==> src/rtl/pipe_pkg.sv <==
// Shared types for elastic pipeline stages: occupancy encoding, default widths
// and the stage payload structs that instances size DATA_W from.
package pipe_pkg;

    localparam int DEF_DATA_W = 32;
    localparam int DEF_CNT_W  = 16;

    typedef enum logic [1:0] {OCC_EMPTY, OCC_ONE, OCC_TWO} occ_e;

    typedef struct packed {
        logic [31:0] result;
        logic [4:0]  rd;
        logic        wb_en;
    } mem_wb_payload_t;

    function automatic logic [1:0] occ_count(input occ_e s);
        case (s)
            OCC_ONE: return 2'd1;
            OCC_TWO: return 2'd2;
            default: return 2'd0;
        endcase
    endfunction

endpackage

==> src/rtl/pipe_stage_hs_if.sv <==
// Valid/ready payload channel; master drives valid/data, slave drives ready.
interface pipe_stage_hs_if #(
    parameter int DATA_W = 32
);
    logic              valid;
    logic              ready;
    logic [DATA_W-1:0] data;

    modport master (output valid, output data, input ready);
    modport slave  (input valid, input data, output ready);
endinterface

==> src/rtl/pipe_stage_hs_sat_counter.sv <==
// Saturating up-counter for performance events; sticks at all-ones.
module sat_counter #(
    parameter int CNT_W = 16
) (
    input  logic             clk,
    input  logic             rst,
    input  logic             i_inc,
    output logic [CNT_W-1:0] o_cnt
);

    logic [CNT_W-1:0] r_cnt;

    always_ff @(posedge clk or posedge rst) begin
        if (rst)                         r_cnt <= '0;
        else if (i_inc && (r_cnt != '1)) r_cnt <= r_cnt + 1'b1;
    end

    assign o_cnt = r_cnt;

endmodule

==> src/rtl/pipe_stage_hs.sv <==
// Elastic pipeline register with valid/ready handshake, flush, optional
// two-entry skid buffer (registered in_ready) and a saturating stall counter.
module pipe_stage_hs
    import pipe_pkg::*;
#(
    parameter int                DATA_W    = DEF_DATA_W,
    parameter int                SKID      = 1,
    parameter logic [DATA_W-1:0] RESET_VAL = '0,
    parameter int                CNT_W     = DEF_CNT_W
) (
    input  logic             clk,
    input  logic             rst,
    input  logic             i_flush,
    pipe_stage_hs_if.slave   i_up,
    pipe_stage_hs_if.master  o_dn,
    output logic [1:0]       o_occupancy,
    output logic [CNT_W-1:0] o_stall_cnt
);

    occ_e              r_state;
    logic              r_out_valid;
    logic              r_in_ready;
    logic [1:0]        r_occ;
    logic [DATA_W-1:0] r_main;
    logic [DATA_W-1:0] r_skid;

    occ_e w_nxt;
    logic w_in_ready;
    logic w_in_fire;
    logic w_out_fire;
    logic w_ld_main;
    logic w_ld_skid;
    logic w_main_from_skid;

    // Without the skid entry, a full stage can only accept when it drains.
    assign w_in_ready = (SKID != 0) ? r_in_ready : (!r_out_valid || o_dn.ready);
    assign w_in_fire  = i_up.valid && w_in_ready;
    assign w_out_fire = r_out_valid && o_dn.ready;

    always_comb begin
        w_nxt            = r_state;
        w_ld_main        = 1'b0;
        w_ld_skid        = 1'b0;
        w_main_from_skid = 1'b0;
        if (i_flush) begin
            w_nxt = OCC_EMPTY;
        end else begin
            case (r_state)
                OCC_EMPTY: if (w_in_fire) begin
                    w_nxt     = OCC_ONE;
                    w_ld_main = 1'b1;
                end
                OCC_ONE: begin
                    if (w_in_fire && w_out_fire) begin
                        w_ld_main = 1'b1;
                    end else if (w_in_fire) begin
                        w_nxt     = OCC_TWO;
                        w_ld_skid = 1'b1;
                    end else if (w_out_fire) begin
                        w_nxt = OCC_EMPTY;
                    end
                end
                OCC_TWO: if (w_out_fire) begin
                    w_nxt            = OCC_ONE;
                    w_ld_main        = 1'b1;
                    w_main_from_skid = 1'b1;
                end
                default: w_nxt = OCC_EMPTY;
            endcase
        end
    end

    // Status outputs are registered from the next state so none of them
    // has a combinational path from out_ready.
    always_ff @(posedge clk or posedge rst) begin
        if (rst) begin
            r_state     <= OCC_EMPTY;
            r_out_valid <= 1'b0;
            r_in_ready  <= 1'b1;
            r_occ       <= 2'd0;
            r_main      <= RESET_VAL;
            r_skid      <= '0;
        end else begin
            r_state     <= w_nxt;
            r_out_valid <= (w_nxt != OCC_EMPTY);
            r_in_ready  <= (w_nxt != OCC_TWO);
            r_occ       <= occ_count(w_nxt);
            if (w_ld_main) r_main <= w_main_from_skid ? r_skid : i_up.data;
            if (w_ld_skid) r_skid <= i_up.data;
        end
    end

    sat_counter #(.CNT_W(CNT_W)) u_stall_cnt (
        .clk   (clk),
        .rst   (rst),
        .i_inc (r_out_valid && !o_dn.ready),
        .o_cnt (o_stall_cnt)
    );

    assign i_up.ready  = w_in_ready;
    assign o_dn.valid  = r_out_valid;
    assign o_dn.data   = r_main;
    assign o_occupancy = r_occ;

endmodule

==> src/flat_wrapper.sv <==
// flat-port wrapper written by rule: the top's interface ports become plain ports
module pipe_stage_hs_flat import pipe_pkg::*;
#(
    parameter int                DATA_W    = DEF_DATA_W,
    parameter int                SKID      = 1,
    parameter logic [DATA_W-1:0] RESET_VAL = '0,
    parameter int                CNT_W     = DEF_CNT_W
)
  (clk, rst, i_flush, o_occupancy, o_stall_cnt, i_up_valid, i_up_data, i_up_ready, o_dn_valid, o_dn_data, o_dn_ready);
  pipe_stage_hs_if #(.DATA_W(DATA_W)) i_up_i ();
  pipe_stage_hs_if #(.DATA_W(DATA_W)) o_dn_i ();
  input  logic clk;
  input  logic rst;
  input  logic i_flush;
  output logic [1:0] o_occupancy;
  output logic [CNT_W-1:0] o_stall_cnt;
  input wire logic [$bits(i_up_i.valid)-1:0] i_up_valid;
  input wire logic [$bits(i_up_i.data)-1:0] i_up_data;
  output wire logic [$bits(i_up_i.ready)-1:0] i_up_ready;
  output wire logic [$bits(o_dn_i.valid)-1:0] o_dn_valid;
  output wire logic [$bits(o_dn_i.data)-1:0] o_dn_data;
  input wire logic [$bits(o_dn_i.ready)-1:0] o_dn_ready;
  assign i_up_i.valid = i_up_valid;
  assign i_up_i.data = i_up_data;
  assign i_up_ready = i_up_i.ready;
  assign o_dn_valid = o_dn_i.valid;
  assign o_dn_data = o_dn_i.data;
  assign o_dn_i.ready = o_dn_ready;
  pipe_stage_hs #(.DATA_W(DATA_W), .SKID(SKID), .RESET_VAL(RESET_VAL), .CNT_W(CNT_W)) u_core (.clk(clk), .rst(rst), .i_flush(i_flush), .i_up(i_up_i), .o_dn(o_dn_i), .o_occupancy(o_occupancy), .o_stall_cnt(o_stall_cnt));
endmodule
==> config.mk <==
export PLATFORM = sky130hd
export DESIGN_NAME = pipe_stage_hs_flat
export DESIGN_NICKNAME = d
export VERILOG_FILES = /design/src/rtl/pipe_pkg.sv /design/src/rtl/pipe_stage_hs_if.sv /design/src/rtl/pipe_stage_hs_sat_counter.sv /design/src/rtl/pipe_stage_hs.sv /design/src/flat_wrapper.sv
export SDC_FILE = /design/constraint.sdc
export NUM_CORES = 1
export LEC_CHECK = 0
export CAP_MARGIN = 25
export CORE_ASPECT_RATIO = 1.4
export CORE_MARGIN = 2
export CORE_UTILIZATION = 46
export CTS_BUF_LIST = sky130_fd_sc_hd__clkbuf_8
export CTS_CLUSTER_SIZE = 20
export DETAILED_ROUTE_END_ITERATION = 16
export PLACE_DENSITY = 0.83
export SYNTH_ARGS = -nofsm -noshare
export SYNTH_HDL_FRONTEND = slang
export SYNTH_HIERARCHICAL = 1
export SYNTH_SLANG_ARGS = --single-unit
==> constraint.sdc <==
create_clock -name clk -period 2.3 [get_ports clk]
set_clock_uncertainty 0.05 [all_clocks]
set_input_delay 0.46 -clock clk [delete_from_list [all_inputs] [get_ports clk]]
set_output_delay 0.46 -clock clk [all_outputs]
set_load 0.1 [all_outputs]
# [Word level (Yosys, flattened, before mapping)]
# Cells that the tools add are included.
[classes] addsub=1 mul=0 div_mod_pow=0 magnitude_cmp=0 n_eq_ne=6 shifts=0 mux=19 bitwise_logic=0 reduce_logical=8
[ops] operator="32-bit two-way mux" count=1
[ops] operator="16-bit by 1-bit adder with 16-bit output, second input constant" count=1
[ops] operator="16-bit inequality test, second input constant" count=1
[ops] operator="2-bit two-way mux" count=6
[ops] operator="1-bit two-way mux" count=9
[ops] operator="2-bit one-hot mux with 3 select lines" count=1
[ops] operator="1-bit logical AND" count=5
[ops] operator="2-bit by 1-bit == test with 1-bit output, second input constant" count=2
[ops] operator="2-bit == test, second input constant" count=2
[ops] operator="2-bit one-hot mux with 2 select lines" count=1
[ops] operator="1-bit one-hot mux with 3 select lines" count=1
[ops] operator="2-bit zero test" count=1
[ops] operator="2-bit inequality test, second input constant" count=1
[ops] operator="2-bit nonzero test" count=1
[ops] operator="1-bit zero test" count=1
[word_totals] ff_bits=86 latchBits=0 ramBits=0 romBits=0 output_inout_bits=52 elab_cells=41 mem_count=0

# [Logic depth before layout (Yosys ltp)]
# Gate-level depths: netlist of the first run.
[depth] depth_word=8 depth_mapped=6 depth_no_buf=5

# [Modules after synthesis]
# Netlist of the first run, hierarchy kept.
[by_module_without_submodules] module="pipe_stage_hs" instances=1 cells_per_inst=232 area_each_um2=2921.6 seq_area_each_um2=1752.9
[by_module_without_submodules] module="sat_counter" instances=1 cells_per_inst=71 area_each_um2=805.8 seq_area_each_um2=400.4

# [Least setup slack after synthesis of the first run]
# No wires, ideal clock.
[synth_path] kind="register to register" from="reg u_core.r_out_valid (netlist: u_core/o_dn.valid)" to="reg u_core.u_stall_cnt.r_cnt[14] (netlist: u_core/u_stall_cnt/o_cnt[14])" arrival_ns=2.141 required_ns=2.124 setup_slack_ns=-0.016 path_stages_with_launch=6 path_buffers=0 period_less_slack_ns=2.316 cell_sequence="dfrtp_1 > nor2b_1 > and4_1 > nand3_1 > nor2_1 > mux2_2"
[synth_via] elab_chain_len=2
[synth_rtl] item="start, declared" line_no="pipe_stage_hs.sv:21" source="logic r_out_valid;"
[synth_rtl] item="start signal, assigned" line_no="pipe_stage_hs.sv:85" source="r_out_valid <= (w_nxt != OCC_EMPTY);"
[synth_rtl] item="1-bit logical AND" line_no="pipe_stage_hs.sv:96" source=".i_inc (r_out_valid && !o_dn.ready),"
[synth_rtl] item="1-bit logical AND" line_no="pipe_stage_hs_sat_counter.sv:15" source="else if (i_inc && (r_cnt != '1)) r_cnt <= r_cnt + 1'b1;"
[synth_rtl] item="end signal, assigned" line_no="pipe_stage_hs_sat_counter.sv:15"
[synth_rtl] item="end, declared" line_no="pipe_stage_hs_sat_counter.sv:11" source="logic [CNT_W-1:0] r_cnt;"
# No other way between the ends.
# A chain may end at the register's enable or synchronous reset.

# [Final worst setup path of the first run]
[layout_path] from="in i_up_valid" to="reg u_core.r_main[30] (netlist: u_core/o_dn.data[30])"
[layout_via] elab_chain_len=5
[layout_rtl] item="start, declared" line_no="flat_wrapper.sv:17" source="input wire logic [$bits(i_up_i.valid)-1:0] i_up_valid;"
[layout_rtl] item="1-bit logical AND (*)" line_no="pipe_stage_hs.sv:37" source="assign w_in_fire = i_up.valid && w_in_ready;"
[layout_rtl] item="1-bit logical AND" line_no="pipe_stage_hs.sv:54" source="if (w_in_fire && w_out_fire) begin"
[layout_rtl] item="1-bit two-way mux" line_no="pipe_stage_hs.sv:54"
[layout_rtl] item="1-bit one-hot mux with 3 select lines (*)" line_no="pipe_stage_hs.sv:48" source="case (r_state)"
[layout_rtl] item="1-bit two-way mux (*)" line_no="pipe_stage_hs.sv:45" source="if (i_flush) begin"
[layout_rtl] item="end signal, assigned" line_no="pipe_stage_hs.sv:88" source="if (w_ld_main) r_main <= w_main_from_skid ? r_skid : i_up.data;"
[layout_rtl] item="end, declared" line_no="pipe_stage_hs.sv:24" source="logic [DATA_W-1:0] r_main;"
# Mark *: on every way between the ends. The rest lies on a longest branch, timed or not.

==> results of run 1 <==
-- kinds of logic after synthesis --
logic type,synth area share [%]
xor gates and xnor gates,2.82
muxes,19.1
DFF,57.8
and+or+nand+nor,11.3
AOI/OAI and AO/OA,6.41
adders and majority gates,0.336
buffers and inverters,2.25
-- Yosys cell counts, types with 2 or more instances --
cell type	number
a211oi_1	2
a21boi_0	2
a21oi_1	3
and3_1	4
and4_1	3
buf_2	4
buf_6	3
clkbuf_1	6
dfrtp_1	85
inv_1	2
mux2_2	34
mux2i_1	33
nand2_1	41
nand2b_1	2
nand3_1	8
nand4_1	5
nor2_1	6
o21ai_0	4
o21ai_1	28
xnor2_1	11
-- power breakdown --
part           switching, mW  total, mW  leakage [nW]  internal, mW
clock network          0.528       1.14         0.114         0.608
registers              0.320       2.34          1.06          2.02
logic                   2.15       2.91          1.17         0.763
total                   2.99       6.38          2.34          3.39
-- worst paths after layout --
kind	from	end	slack, ns	depth (start not counted)
max	i_up_valid	u_core/o_dn.data[30]	0.29	6
min reg2reg	u_core/r_skid[8]	u_core/o_dn.data[8]	0.43	2
min in group asynchronous	rst	u_core/o_dn.data[20]	0.50	3
max reg2reg	u_core/i_up.ready	u_core/o_dn.data[30]	0.33	5
min	u_core/r_skid[8]	u_core/o_dn.data[8]	0.43	2
max in group asynchronous	rst	u_core/u_stall_cnt/o_cnt[5]	1.30	2
-- flip-flops by register name, indices dropped and copies added (netlist names) --
register / cells
u_core/r_state: 2
u_core/o_occupancy: 2
u_core/r_skid: 32
u_core/o_dn.data: 32
u_core/i_up.ready: 1
u_core/o_dn.valid: 1
u_core/u_stall_cnt/o_cnt: 16
-- worst max-delay path, cell delays in order --
cell,delay (ns)
clkdlybuf4s50_1,0.48
nand2_1,0.07
or4_2,0.65
buf_12,0.23
mux2i_1,0.14
o21ai_0,0.19
-- stage by stage --
stage	util (%)	total power, mW	worst slack [ns]	cell area, sq um
after detailed placement	59.9	5.30	-0.0852	4670
after global routing	62.7	6.66	0.178	4890
final	62.7	6.38	0.290	4890
after floorplan	-	4.60	-0.0163	3730
after global placement	59.9	5.22	-0.00395	4670
after CTS	62.7	6.44	0.282	4890
-- layer usage --
metal  track usage, %  share of wire [%]
met5                0                  0
met4             6.78                1.1
met2             29.7                 50
met3             5.64                7.1
met1             22.9                 41
-- layout make-up --
type / count / area, sq um
Clock buffer: 9 / 124
Clock inverter: 7 / 91.3
Fill cell: 644 / 2910
Inverter: 2 / 7.51
Multi-Input combinational cell: 202 / 1500
Sequential cell: 86 / 2150
Tap cell: 100 / 125
Timing Repair Buffer: 100 / 891
-- cells in the final DEF (no fill, tap or decap), drive strengths merged --
cell           netlist  final
nand2               42     42
nor3                 1      1
buf                  7     64
mux2                34     34
a21bo                1      1
o21ai               32     32
nand4                7      7
dfrtp               85     85
nor2                 6      6
or4                  1      1
o22a                 1      1
clkbuf               6      9
mux2i               33     33
clkdlybuf4s50        0     36
a21oi                3      3
nand3                8      8
o21a                 1      1
ha                   1      1
and2                 1      1
xor2                 1      1
and4                 4      4
nand2b               2      2
bufinv               0      2
and3                 5      5
nor4                 1      1
nor2b                1      1
a211oi               2      2
a21boi               3      3
xnor2               11     11
inv                  2      3
clkinv               0      4
dfstp                1      1
==> metrics, run 1 <==
status complete, no violations; CTS tree done; Crit Path Max Fanout 32; maxcap violations 0; root buf cell clkbuf_8; P&R area growth vs syn 31.2%; CP required roughly 2.5 ns; final period utilization approximately 90%; Antenna Cells 0; endpoint class of the critical path flip-flop; share of cells above drive strength 1 a little under a third; DP HPWL 5410 microns; initial antenna violation count 0; top cells by area, synth dfrtp_1 (57%), mux2_2 (10%), mux2i_1 (8.9%); Non-Filler Instances slightly above 500; Peak Freq 497 MHz; final worst path period need just over 2 ns; drt drc 0; worst min-delay path class flip-flop to flip-flop; slew at the pin with the worst max-slew slack approximately 0.63 ns; relative slew slack about three fifths; router iterations before antenna repair 4; placed cells approximately 500; Worst-Skew Late Latency 0.35 ns; Final Max Slew Viols 0; die extent in x between 80 and 90 microns; vias in the first global route 2736; Synth Register Bits 86; Primary FF master, synth dfrtp_1; Avg Synthesized Cell Area approximately 12 sq um; CP arrival about 2.2 ns; global-route wire length before repair 12900 microns; Post-synth EDFFs 0; grt total ovfl 0; Gate Count Post-Synth about 300; Core ar. 7800 sq um; Initial Util between 40% and 50%; leakage power 2.34 nW; site row count 38; vias about 2700; largest net degree at the start of global routing between 70 and 80; unique cell type count in the Yosys netlist 37; Async S/R FF share, synth 100%; post-route ant nets 0; clock input transition at the sequential cells of the worst setup and hold paths approximately 0.09 ns; setup TNS 0 ns; GP Congestion 0.772; clk sinks 86; hold buffer count at cts 0; Fin Hold WS between 0.4 and 0.5 ns; CP Class input port to flip-flop; Seq/Total Area, Yosys approximately 58%; area leader, netlist dfrtp_1; Gates resized, CTS repair 0; WL final 7740 microns; PD cells between 1000 and 1500 nW/um^2; CTS Buffer Depth 2; Fin. Hold Viols 0; top cell type's share of synthesized area 57.1%; post-synthesis instance area 3730 sq um; syn_nets approximately 340; port buffer count 88; Syn. warnings 6; Total GRT Usage between 15 and 20%; RSZ-0062 raised after global routing false; NumNets Final between 400 and 500; I/O pins 89; # H-tree levels 3; TritonCTS Buffers 9; DR iter-0 viols ~150; Setup crit start kind input port; vias per cell approximately 5.3; chip height 111 microns; Max VDD drop just over 900 uV; routed length per instance 15.3 microns; # setup viols final 0; Die Area slightly below 9000 sq um; Setup Buffers After CTS 0
Power figures use the tool's default switching activity.
==> run 2, diff against run 1 <==
--- a/config.mk
+++ b/config.mk
@@ -7,7 +7,7 @@
 export LEC_CHECK = 0
 export CAP_MARGIN = 25
 export CORE_ASPECT_RATIO = 1.4
-export CORE_MARGIN = 2
+export CORE_MARGIN = 8
 export CORE_UTILIZATION = 46
 export CTS_BUF_LIST = sky130_fd_sc_hd__clkbuf_8
 export CTS_CLUSTER_SIZE = 20
==> metrics, run 2 (synthesis results as in run 1) <==
status complete, no violations; Total GRT Usage 15.3% (-3.1 points); filler cell count 678 (+5.3%); vias 2641 (-0.90%); routed length per instance 16.2 microns (+5.9%); fin area 4890 sq um (about the same); clock input transition at the sequential cells of the worst setup and hold paths 0.08 ns (about the same); chip height 123 microns (+11%); most frequent cells in the layout dfrtp_1 (85), buf_4 (59), nand2_1 (41); CTS Buffer Depth 2 (unchanged); hold path start u_core/r_skid[12]; relative slew slack 59.9% (+1.7 points); Setup crit start kind input port; TritonCTS Buffers 9 (unchanged); endpoint class of the critical path flip-flop; most common cell after layout, fill and taps aside dfrtp_1; hold buffer count at cts 0 (unchanged); Worst-Skew Late Latency 0.35 ns (about the same); Gates resized, CTS repair 0 (unchanged); die extent in x 92.1 microns (+15%); Peak Freq 490 MHz (-1.5%); r2r startpoint u_core/i_up.ready; max incr delay on CP 0.65 ns (about the same); initial antenna violation count 0 (unchanged); # setup viols final 0 (unchanged); WL final 8190 microns (+5.9%); # H-tree levels 3 (unchanged); Max VDD drop 859 uV (-5.3%); Antenna Cells 0 (unchanged); Fin. Hold Viols 0 (unchanged); router iterations before antenna repair 4 (unchanged); leakage power 2.33 nW (-0.16%); Die Area 11300 sq um (+27%); P&R area growth vs syn 31.2% (about the same); clk sinks 86 (unchanged); vias per cell 5.22 (-0.90%); total power draw 6.41 mW (+0.45%); CP arrival 2.21 ns (about the same); largest net degree at the start of global routing 71 (unchanged); CTS tree done; RSZ-0062 raised after global routing false; PD cells 1310 nW/um^2 (+0.48%); CP Cell Sequence clkdlybuf4s50_1 -> nand2_1 -> or4_2 -> buf_12 -> mux2i_1 -> o21ai_0; vias in the first global route 2843 (+3.9%); Initial Util 46.6% (-1.2 points); CP Class input port to flip-flop; placed cell area 4670 sq um (unchanged); Critical-path top delay cell or4_2; site row count 39 (+2.6%); final worst path period need 2.04 ns (+0.0299 ns); Core ar. 8000 sq um (+2.6%); post-route ant nets 0 (unchanged); grt total ovfl 0 (unchanged); DP HPWL 5890 microns (+8.9%); share of cells above drive strength 1 30.2% (-0.34 points); NumNets Final 438 (-0.23%); root buf cell clkbuf_8; worst min-delay path class flip-flop to flip-flop; GP Congestion 0.813 (+5.4%); drt drc 0 (unchanged); Setup Buffers After CTS 0 (unchanged); port buffer count 88 (unchanged); final period utilization 88.7% (+1.3 points); Critical Path Source i_up_valid; DR iter-0 viols 104 (-32%); global-route wire length before repair 13700 microns (+6.8%); CP required 2.47 ns (-0.04 ns); Crit Path Max Fanout 32 (unchanged); maxcap violations 0 (unchanged); slew at the pin with the worst max-slew slack 0.601 ns (-0.0255 ns); I/O pins 89 (unchanged); Final Max Slew Viols 0 (unchanged)
-- run 2: cell count changes in the layout (fill, tap and decap cells not counted), sizes merged --
| cell | change |
|---|---|
| clkbuf | +1 |
| clkinv | -3 |
| inv | +1 |
| buf | -1 |
-- run 2: layout make-up --
cell class                      count  area (sq um)  area share [%]
Timing Repair Buffer               99           883            18.1
Tap cell                          102           128            2.61
Clock inverter                      5          76.3            1.56
Multi-Input combinational cell    202          1500            30.7
Inverter                            2          7.51           0.154
Sequential cell                    86          2150            44.0
Clock buffer                       10           138            2.82
-- run 2: critical path: cells and delay by family --
kind | cells | cell delay, ns
buf+inv | 2 | 0.69
simple gates | 2 | 0.74
mux | 1 | 0.19
compound gates | 1 | 0.10
-- run 2: path summary, 6_finish.rpt --
| check | endpoint | slack (ns) | cells past startpoint |
|---|---|---|---|
| worst max-delay path | u_core/o_dn.data[28] | 0.26 | 6 |
| worst min-delay path | u_core/o_dn.data[12] | 0.43 | 2 |
| worst max register to register | u_core/o_dn.data[28] | 0.31 | 5 |
| worst min register to register | u_core/o_dn.data[12] | 0.43 | 2 |
| max in group asynchronous | u_core/u_stall_cnt/o_cnt[13] | 1.31 | 2 |
| min in group asynchronous | u_core/u_stall_cnt/o_cnt[7] | 0.50 | 2 |
-- run 2: metrics by stage --
stage | instances | hold WS, ns | TNS, ns | setup WS, ns | utilization, %
floorplan | 303 | 0.324 | -0.0163 | -0.0163 | -
global placement | 491 | 0.404 | -0.915 | -0.0403 | 58.4
detailed placement | 491 | 0.418 | -2.03 | -0.0965 | 58.4
CTS | 506 | 0.437 | 0 | 0.288 | 61.1
global route | 506 | 0.460 | 0 | 0.199 | 61.1
finish | 506 | 0.432 | 0 | 0.260 | 61.1
-- run 2: per-layer routing --
layer / routed length [microns] / track usage [%]
met1: 3410 / 17.8
met2: 4060 / 24.6
met3: 572 / 5.88
met4: 151 / 6.47
met5: 0 / 0
-- run 2: power by group --
part	internal (mW)	switching [mW]	total, mW
clock	0.630	0.509	1.14
sequential	2.02	0.334	2.35
combinational	0.762	2.16	2.92
==> run 3, diff against run 2 <==
--- a/config.mk
+++ b/config.mk
@@ -13,6 +13,7 @@
 export CTS_CLUSTER_SIZE = 20
 export DETAILED_ROUTE_END_ITERATION = 16
 export PLACE_DENSITY = 0.83
+export SLEW_MARGIN = 20
 export SYNTH_ARGS = -nofsm -noshare
 export SYNTH_HDL_FRONTEND = slang
 export SYNTH_HIERARCHICAL = 1
==> results of run 3 <==
The final DEF is identical to that of run 2; final timing and power are the same.
